### src/rtl/regfile_stack_gen_if.sv
// Bus between the core pipeline and the register file / stack pointer block.
// The core drives addresses, write data and stack control; the register file returns read data, SP and flags.
interface regfile_stack_gen_if #(
  parameter int DW = 8,
  parameter int AW = 2
);
  logic [AW-1:0] ra;
  logic [AW-1:0] rb;
  logic [DW-1:0] rd1;
  logic [DW-1:0] rd2;
  logic          we;
  logic [AW-1:0] wa;
  logic [DW-1:0] wd;
  logic          sp_push;
  logic          sp_pop;
  logic [DW-1:0] sp;
  logic [DW-1:0] stk_addr;
  logic          clr_flags;
  logic          stk_ovf;
  logic          stk_unf;

  modport master (
    output ra, rb, we, wa, wd, sp_push, sp_pop, clr_flags,
    input  rd1, rd2, sp, stk_addr, stk_ovf, stk_unf
  );

  modport slave (
    input  ra, rb, we, wa, wd, sp_push, sp_pop, clr_flags,
    output rd1, rd2, sp, stk_addr, stk_ovf, stk_unf
  );
endinterface

### src/rtl/regfile_stack_gen.sv
// Register file with two bypassed read ports, one write port and a hardware stack pointer in the top register.
// The stack is full-descending: a push uses SP-1 as its address, and a pop uses SP as its address.
module regfile_stack_gen #(
  parameter int DW     = 8,
  parameter int AW     = 2,
  parameter int SP_RST = 255,
  parameter int SP_MIN = 0,
  parameter int BYPASS = 1
) (
  input logic               clk,
  input logic               rst,
  regfile_stack_gen_if.slave bus
);
  localparam int            NREG     = 2**AW;
  localparam logic [AW-1:0] SP_IDX   = AW'(NREG-1);
  localparam logic [DW-1:0] SP_RST_V = DW'(SP_RST);
  localparam logic [DW-1:0] SP_MIN_V = DW'(SP_MIN);
  localparam logic [DW-1:0] ONE      = DW'(1);

  logic [DW-1:0] gpr [NREG-1];
  logic [DW-1:0] sp_q;
  logic [DW-1:0] sp_nxt;
  logic          ovf_q;
  logic          ovf_nxt;
  logic          unf_q;
  logic          unf_nxt;
  logic [DW-1:0] rf [NREG];

  always_ff @(posedge clk or negedge rst) begin
    if (!rst) begin
      for (int i = 0; i < NREG-1; i++) gpr[i] <= '0;
      sp_q  <= SP_RST_V;
      ovf_q <= 1'b0;
      unf_q <= 1'b0;
    end else begin
      for (int i = 0; i < NREG-1; i++)
        if (bus.we && bus.wa == AW'(i)) gpr[i] <= bus.wd;
      sp_q  <= sp_nxt;
      ovf_q <= ovf_nxt;
      unf_q <= unf_nxt;
    end
  end

  // An explicit write to the SP register overrides push/pop. A flag that is being set wins over clr_flags.
  always_comb begin
    sp_nxt  = sp_q;
    ovf_nxt = ovf_q & ~bus.clr_flags;
    unf_nxt = unf_q & ~bus.clr_flags;
    if (bus.we && bus.wa == SP_IDX) begin
      sp_nxt = bus.wd;
    end else if (bus.sp_push && bus.sp_pop) begin
      sp_nxt = sp_q;
    end else if (bus.sp_push) begin
      if (sp_q == SP_MIN_V) ovf_nxt = 1'b1;
      else                  sp_nxt  = sp_q - ONE;
    end else if (bus.sp_pop) begin
      if (sp_q == SP_RST_V) unf_nxt = 1'b1;
      else                  sp_nxt  = sp_q + ONE;
    end
  end

  always_comb begin
    for (int i = 0; i < NREG-1; i++) rf[i] = gpr[i];
    rf[NREG-1] = sp_q;
  end

  // Only the write port is forwarded. Push and pop results appear after the clock edge.
  assign bus.rd1 = (BYPASS != 0 && bus.we && bus.wa == bus.ra) ? bus.wd : rf[bus.ra];
  assign bus.rd2 = (BYPASS != 0 && bus.we && bus.wa == bus.rb) ? bus.wd : rf[bus.rb];

  assign bus.sp       = sp_q;
  assign bus.stk_addr = bus.sp_push ? sp_q - ONE : sp_q;
  assign bus.stk_ovf  = ovf_q;
  assign bus.stk_unf  = unf_q;
endmodule

### src/flat_wrapper.sv
// flat-port wrapper written by rule: the top's interface ports become plain ports
module regfile_stack_gen_flat 
#(
  parameter int DW     = 8,
  parameter int AW     = 2,
  parameter int SP_RST = 255,
  parameter int SP_MIN = 0,
  parameter int BYPASS = 1
)
  (clk, rst, bus_ra, bus_rb, bus_we, bus_wa, bus_wd, bus_sp_push, bus_sp_pop, bus_clr_flags, bus_rd1, bus_rd2, bus_sp, bus_stk_addr, bus_stk_ovf, bus_stk_unf);
  regfile_stack_gen_if #(.DW(DW), .AW(AW)) bus_i ();
  input logic clk;
  input logic rst;
  input wire logic [$bits(bus_i.ra)-1:0] bus_ra;
  input wire logic [$bits(bus_i.rb)-1:0] bus_rb;
  input wire logic [$bits(bus_i.we)-1:0] bus_we;
  input wire logic [$bits(bus_i.wa)-1:0] bus_wa;
  input wire logic [$bits(bus_i.wd)-1:0] bus_wd;
  input wire logic [$bits(bus_i.sp_push)-1:0] bus_sp_push;
  input wire logic [$bits(bus_i.sp_pop)-1:0] bus_sp_pop;
  input wire logic [$bits(bus_i.clr_flags)-1:0] bus_clr_flags;
  output wire logic [$bits(bus_i.rd1)-1:0] bus_rd1;
  output wire logic [$bits(bus_i.rd2)-1:0] bus_rd2;
  output wire logic [$bits(bus_i.sp)-1:0] bus_sp;
  output wire logic [$bits(bus_i.stk_addr)-1:0] bus_stk_addr;
  output wire logic [$bits(bus_i.stk_ovf)-1:0] bus_stk_ovf;
  output wire logic [$bits(bus_i.stk_unf)-1:0] bus_stk_unf;
  assign bus_i.ra = bus_ra;
  assign bus_i.rb = bus_rb;
  assign bus_i.we = bus_we;
  assign bus_i.wa = bus_wa;
  assign bus_i.wd = bus_wd;
  assign bus_i.sp_push = bus_sp_push;
  assign bus_i.sp_pop = bus_sp_pop;
  assign bus_i.clr_flags = bus_clr_flags;
  assign bus_rd1 = bus_i.rd1;
  assign bus_rd2 = bus_i.rd2;
  assign bus_sp = bus_i.sp;
  assign bus_stk_addr = bus_i.stk_addr;
  assign bus_stk_ovf = bus_i.stk_ovf;
  assign bus_stk_unf = bus_i.stk_unf;
  regfile_stack_gen #(.DW(DW), .AW(AW), .SP_RST(SP_RST), .SP_MIN(SP_MIN), .BYPASS(BYPASS)) u_core (.clk(clk), .rst(rst), .bus(bus_i));
endmodule
### config.mk
export PLATFORM = sky130hd
export DESIGN_NAME = regfile_stack_gen_flat
export DESIGN_NICKNAME = d
export VERILOG_FILES = /design/src/rtl/regfile_stack_gen_if.sv /design/src/rtl/regfile_stack_gen.sv /design/src/flat_wrapper.sv
export SDC_FILE = /design/constraint.sdc
export NUM_CORES = 1
export LEC_CHECK = 0
export ABC_AREA = 1
export ABC_CLOCK_PERIOD_IN_PS = 1900
export CORE_UTILIZATION = 25
export CTS_BUF_LIST = sky130_fd_sc_hd__clkbuf_8
export CTS_CLUSTER_SIZE = 12
export DETAILED_ROUTE_END_ITERATION = 16
export DONT_BUFFER_PORTS = 1
export GPL_ROUTABILITY_DRIVEN = 1
export GPL_TIMING_DRIVEN = 0
export SYNTH_ARGS = -nofsm -noshare
export SYNTH_HDL_FRONTEND = slang
export SYNTH_SLANG_ARGS = --single-unit
### constraint.sdc
create_clock -name clk -period 1.9 [get_ports clk]
set_input_delay 0.38 -clock clk [delete_from_list [all_inputs] [get_ports clk]]
set_output_delay 0.38 -clock clk [all_outputs]
set_load 0.01 [all_outputs]
==> reports/qor.txt, run 1 <==
detailed placer's ending HPWL: 6550 um
Iter 0 DRT Violations: 206
vias in the first global route: 2722
crit path DAT: 1770 ps
per-cell routed wire length: 15.6 um
number of nets in the finished design: 454
root buffer cell: sky130_fd_sc_hd__clkbuf_8
overall power after layout: 3.79 mW
# clock sinks: 34
vias per cell: 5.04
area added between synthesis and finish: 22.4%
Antenna Diode Count: 0
drt first pass iters: 5
synthesized area divided by synthesized cell count: 6.70 um2
violated checks: setup timing
critical path start-end classification: reg2out
Yosys reg bits: 34
cell types with the largest area share after synthesis: sky130_fd_sc_hd__dfrtp_1 (24%), sky130_fd_sc_hd__o21ai_0 (15%), sky130_fd_sc_hd__nand2_1 (13%), sky130_fd_sc_hd__dfstp_2 (7.7%), sky130_fd_sc_hd__o21ai_2 (5.8%)
placement-stage worst setup slack: -152 ps
area share of the largest cell type after synthesis: 0.238
clock slew at reported path FFs: 70 ps
overall global routing resource usage: 0.159
RSZ-0062 raised after global routing: yes
maximum buffer depth of the clock tree: 2
power per standard cell area: 1130 nW/um2
number of max-capacitance violations reported: 0
area share of and/or/nand/nor cells after synthesis: 0.286
clock insertion delay at the later pin of the skew report: 290 ps
area of combinational cells with multiple inputs: 1760 um2
Chip Width: 107 um
Final Max Slew Viols: 0
EDFF count, synth: 0
Hold WS: 225 ps
Inserted Clock Buffers: 5
wire length of the first global-routing pass: 14200 um
sum of overflow across all layers after global routing: 0
clock tree from TritonCTS: yes
leading register cell type out of synthesis: sky130_fd_sc_hd__dfrtp_1
worst min-delay path category: in2reg
cell type contributing the most total cell area after synthesis: sky130_fd_sc_hd__dfrtp_1
number of remaining DRC errors: 0
Setup WS post-layout: -248 ps
antenna violations before repair: 0
number of unique standard cell types used by synthesis: 28
Tightest Pin Transition: 832 ps
dominant combinational cell family by area after synthesis: simple AND/OR/NAND/NOR gates
via count: 2852
number of instances in the synthesized netlist: 408
post-synthesis share of cell area spent on xor and xnor gates: 0
Synth warnings: 0
flip-flop and latch area: 861 um2
most common cell in the synthesized netlist: sky130_fd_sc_hd__nand2_1
core area: 10500 um2
final setup vio count: 8
# placed instances: 544
share of synthesized registers carrying an async set or reset: 1.00
count of placed standard cells in the final layout, fillers left out: 566
Synth Net Count: 433
final antenna-violating net count: 0
share of the yosys chip area belonging to registers: 0.315
effective utilization at floorplan: 0.261
largest vdd supply drop: 0.000379 V
area after detailed placement: 2910 um2
Commonest cells post-synth: sky130_fd_sc_hd__nand2_1 (98), sky130_fd_sc_hd__o21ai_0 (83), sky130_fd_sc_hd__nor2_1 (38)
Fin. Hold Viols: 0
detailed-route wire length: 8830 um
leakage component of the power: 1.53 nW
num ports: 54
area fraction in compound gates after synthesis: 0.271
CTS H-Tree Depth: 2
category of the worst setup path capture point: output port
area share of fa/ha/maj cells after synthesis: 0.0229
Final GP Congestion: 0.836
post-synthesis mux area share: 0
share of layout cells above drive strength 1: 0.270
number of placement rows: 37
Tmin final: 2150 ps
total of fill cells in the finished design: 1134
final worst-path cycle share: 1.13
Post-Route Skew: 3.74 ps
critical path peak fanout: 7
Chip Height: 107 um
maximum number of pins on one net before global-route repair: 35
post-route setup TNS: -1560 ps
count of buffers from port buffering: 0
type of element launching the critical path: flop
headroom to the max-slew limit: 0.446
cell area after synthesis: 2740 um2
DIE AREA: 11400 um2
Final Util: 0.320
Post-Layout Inst Area: 3350 um2
Max Fclk: 0.466 GHz
outcome: finished, violations left
Req. time, crit path: 1520 ps
==> cell type report <==
cell class	count	share of cell area
plain buffers	24	0.0482
clock buffers	8	0.0329
inverters	41	0.0478
multi-input cells	310	0.526
flip-flops and latches	34	0.257
well taps	136	0.0508
repair buffers	13	0.0370
==> worst max-delay path, stage by stage (launching register included) <==
cell	delay, ps
sky130_fd_sc_hd__dfstp_2	660
sky130_fd_sc_hd__inv_1	220
sky130_fd_sc_hd__ha_4	240
sky130_fd_sc_hd__nand4_1	100
sky130_fd_sc_hd__nand3_2	130
sky130_fd_sc_hd__o21ai_4	130
==> worst paths after layout <==
kind	from	to	slack, ps	depth (start not counted)
max	u_core.bus.sp[1]	bus_stk_addr[6]	-250	5
min	bus_sp_pop	u_core.bus.stk_unf	220	1
max reg2reg	u_core.bus.sp[1]	u_core.bus.sp[1]	30	11
min reg2reg	u_core.gpr[14]	u_core.gpr[14]	490	2
max in group asynchronous	rst	u_core.bus.sp[4]	1110	2
min in group asynchronous	rst	u_core.gpr[8]	530	2
==> registers in the layout (all words and copies together), names as in the netlist <==
signal	flops
u_core.bus.sp	8
u_core.bus.stk_ovf	1
u_core.bus.stk_unf	1
u_core.gpr	24
==> cells by family after synthesis <==
kind of cell	after synthesis
simple gates	176
compound gates	128
buf+inv	65
fa+ha+maj	5
flops	34
==> power by group <==
group          switching [mW]  internal [mW]
clock                   0.278          0.366
sequential              0.223          0.942
combinational            1.20          0.778
==> cells in the final DEF (no fill, tap or decap), drive strengths merged <==
cell type and count:
a21oi 18, a22o 1, buf 30, clkbuf 14, clkinvlp 1, dfrtp 26
dfstp 8, dlygate4sd3 1, ha 5, inv 40, nand2 101, nand3 29
nand4 3, nor2 44, o2111ai 2, o21ai 106, o21bai 1
==> timing repair <==
action	in CTS	in global routing
cloned	0	1
endpoints found under the hold margin	34	0
hold buffers	2	0
pin swaps	8	14
endpoints found under the setup margin	17	29
setup buffers	8	6
resized for setup	35	26
==> layer usage <==
| metal | vias up | track usage | part of all wire |
|---|---|---|---|
| met5 | - | 0 | 0 |
| met4 | 0 | 0.0528 | 0.019 |
| met3 | 14 | 0.0365 | 0.072 |
| met2 | 96 | 0.273 | 0.49 |
| met1 | 1348 | 0.195 | 0.42 |
| li1 | 1394 | - | - |
Note: power is estimated with default switching activity, not from simulation.
==> run 2: changes to the inputs <==
Settings changed: CTS_BUF_LIST sky130_fd_sc_hd__clkbuf_8 to default.
==> results of run 2 <==
The final DEF is identical to that of run 1; final timing and power are the same.
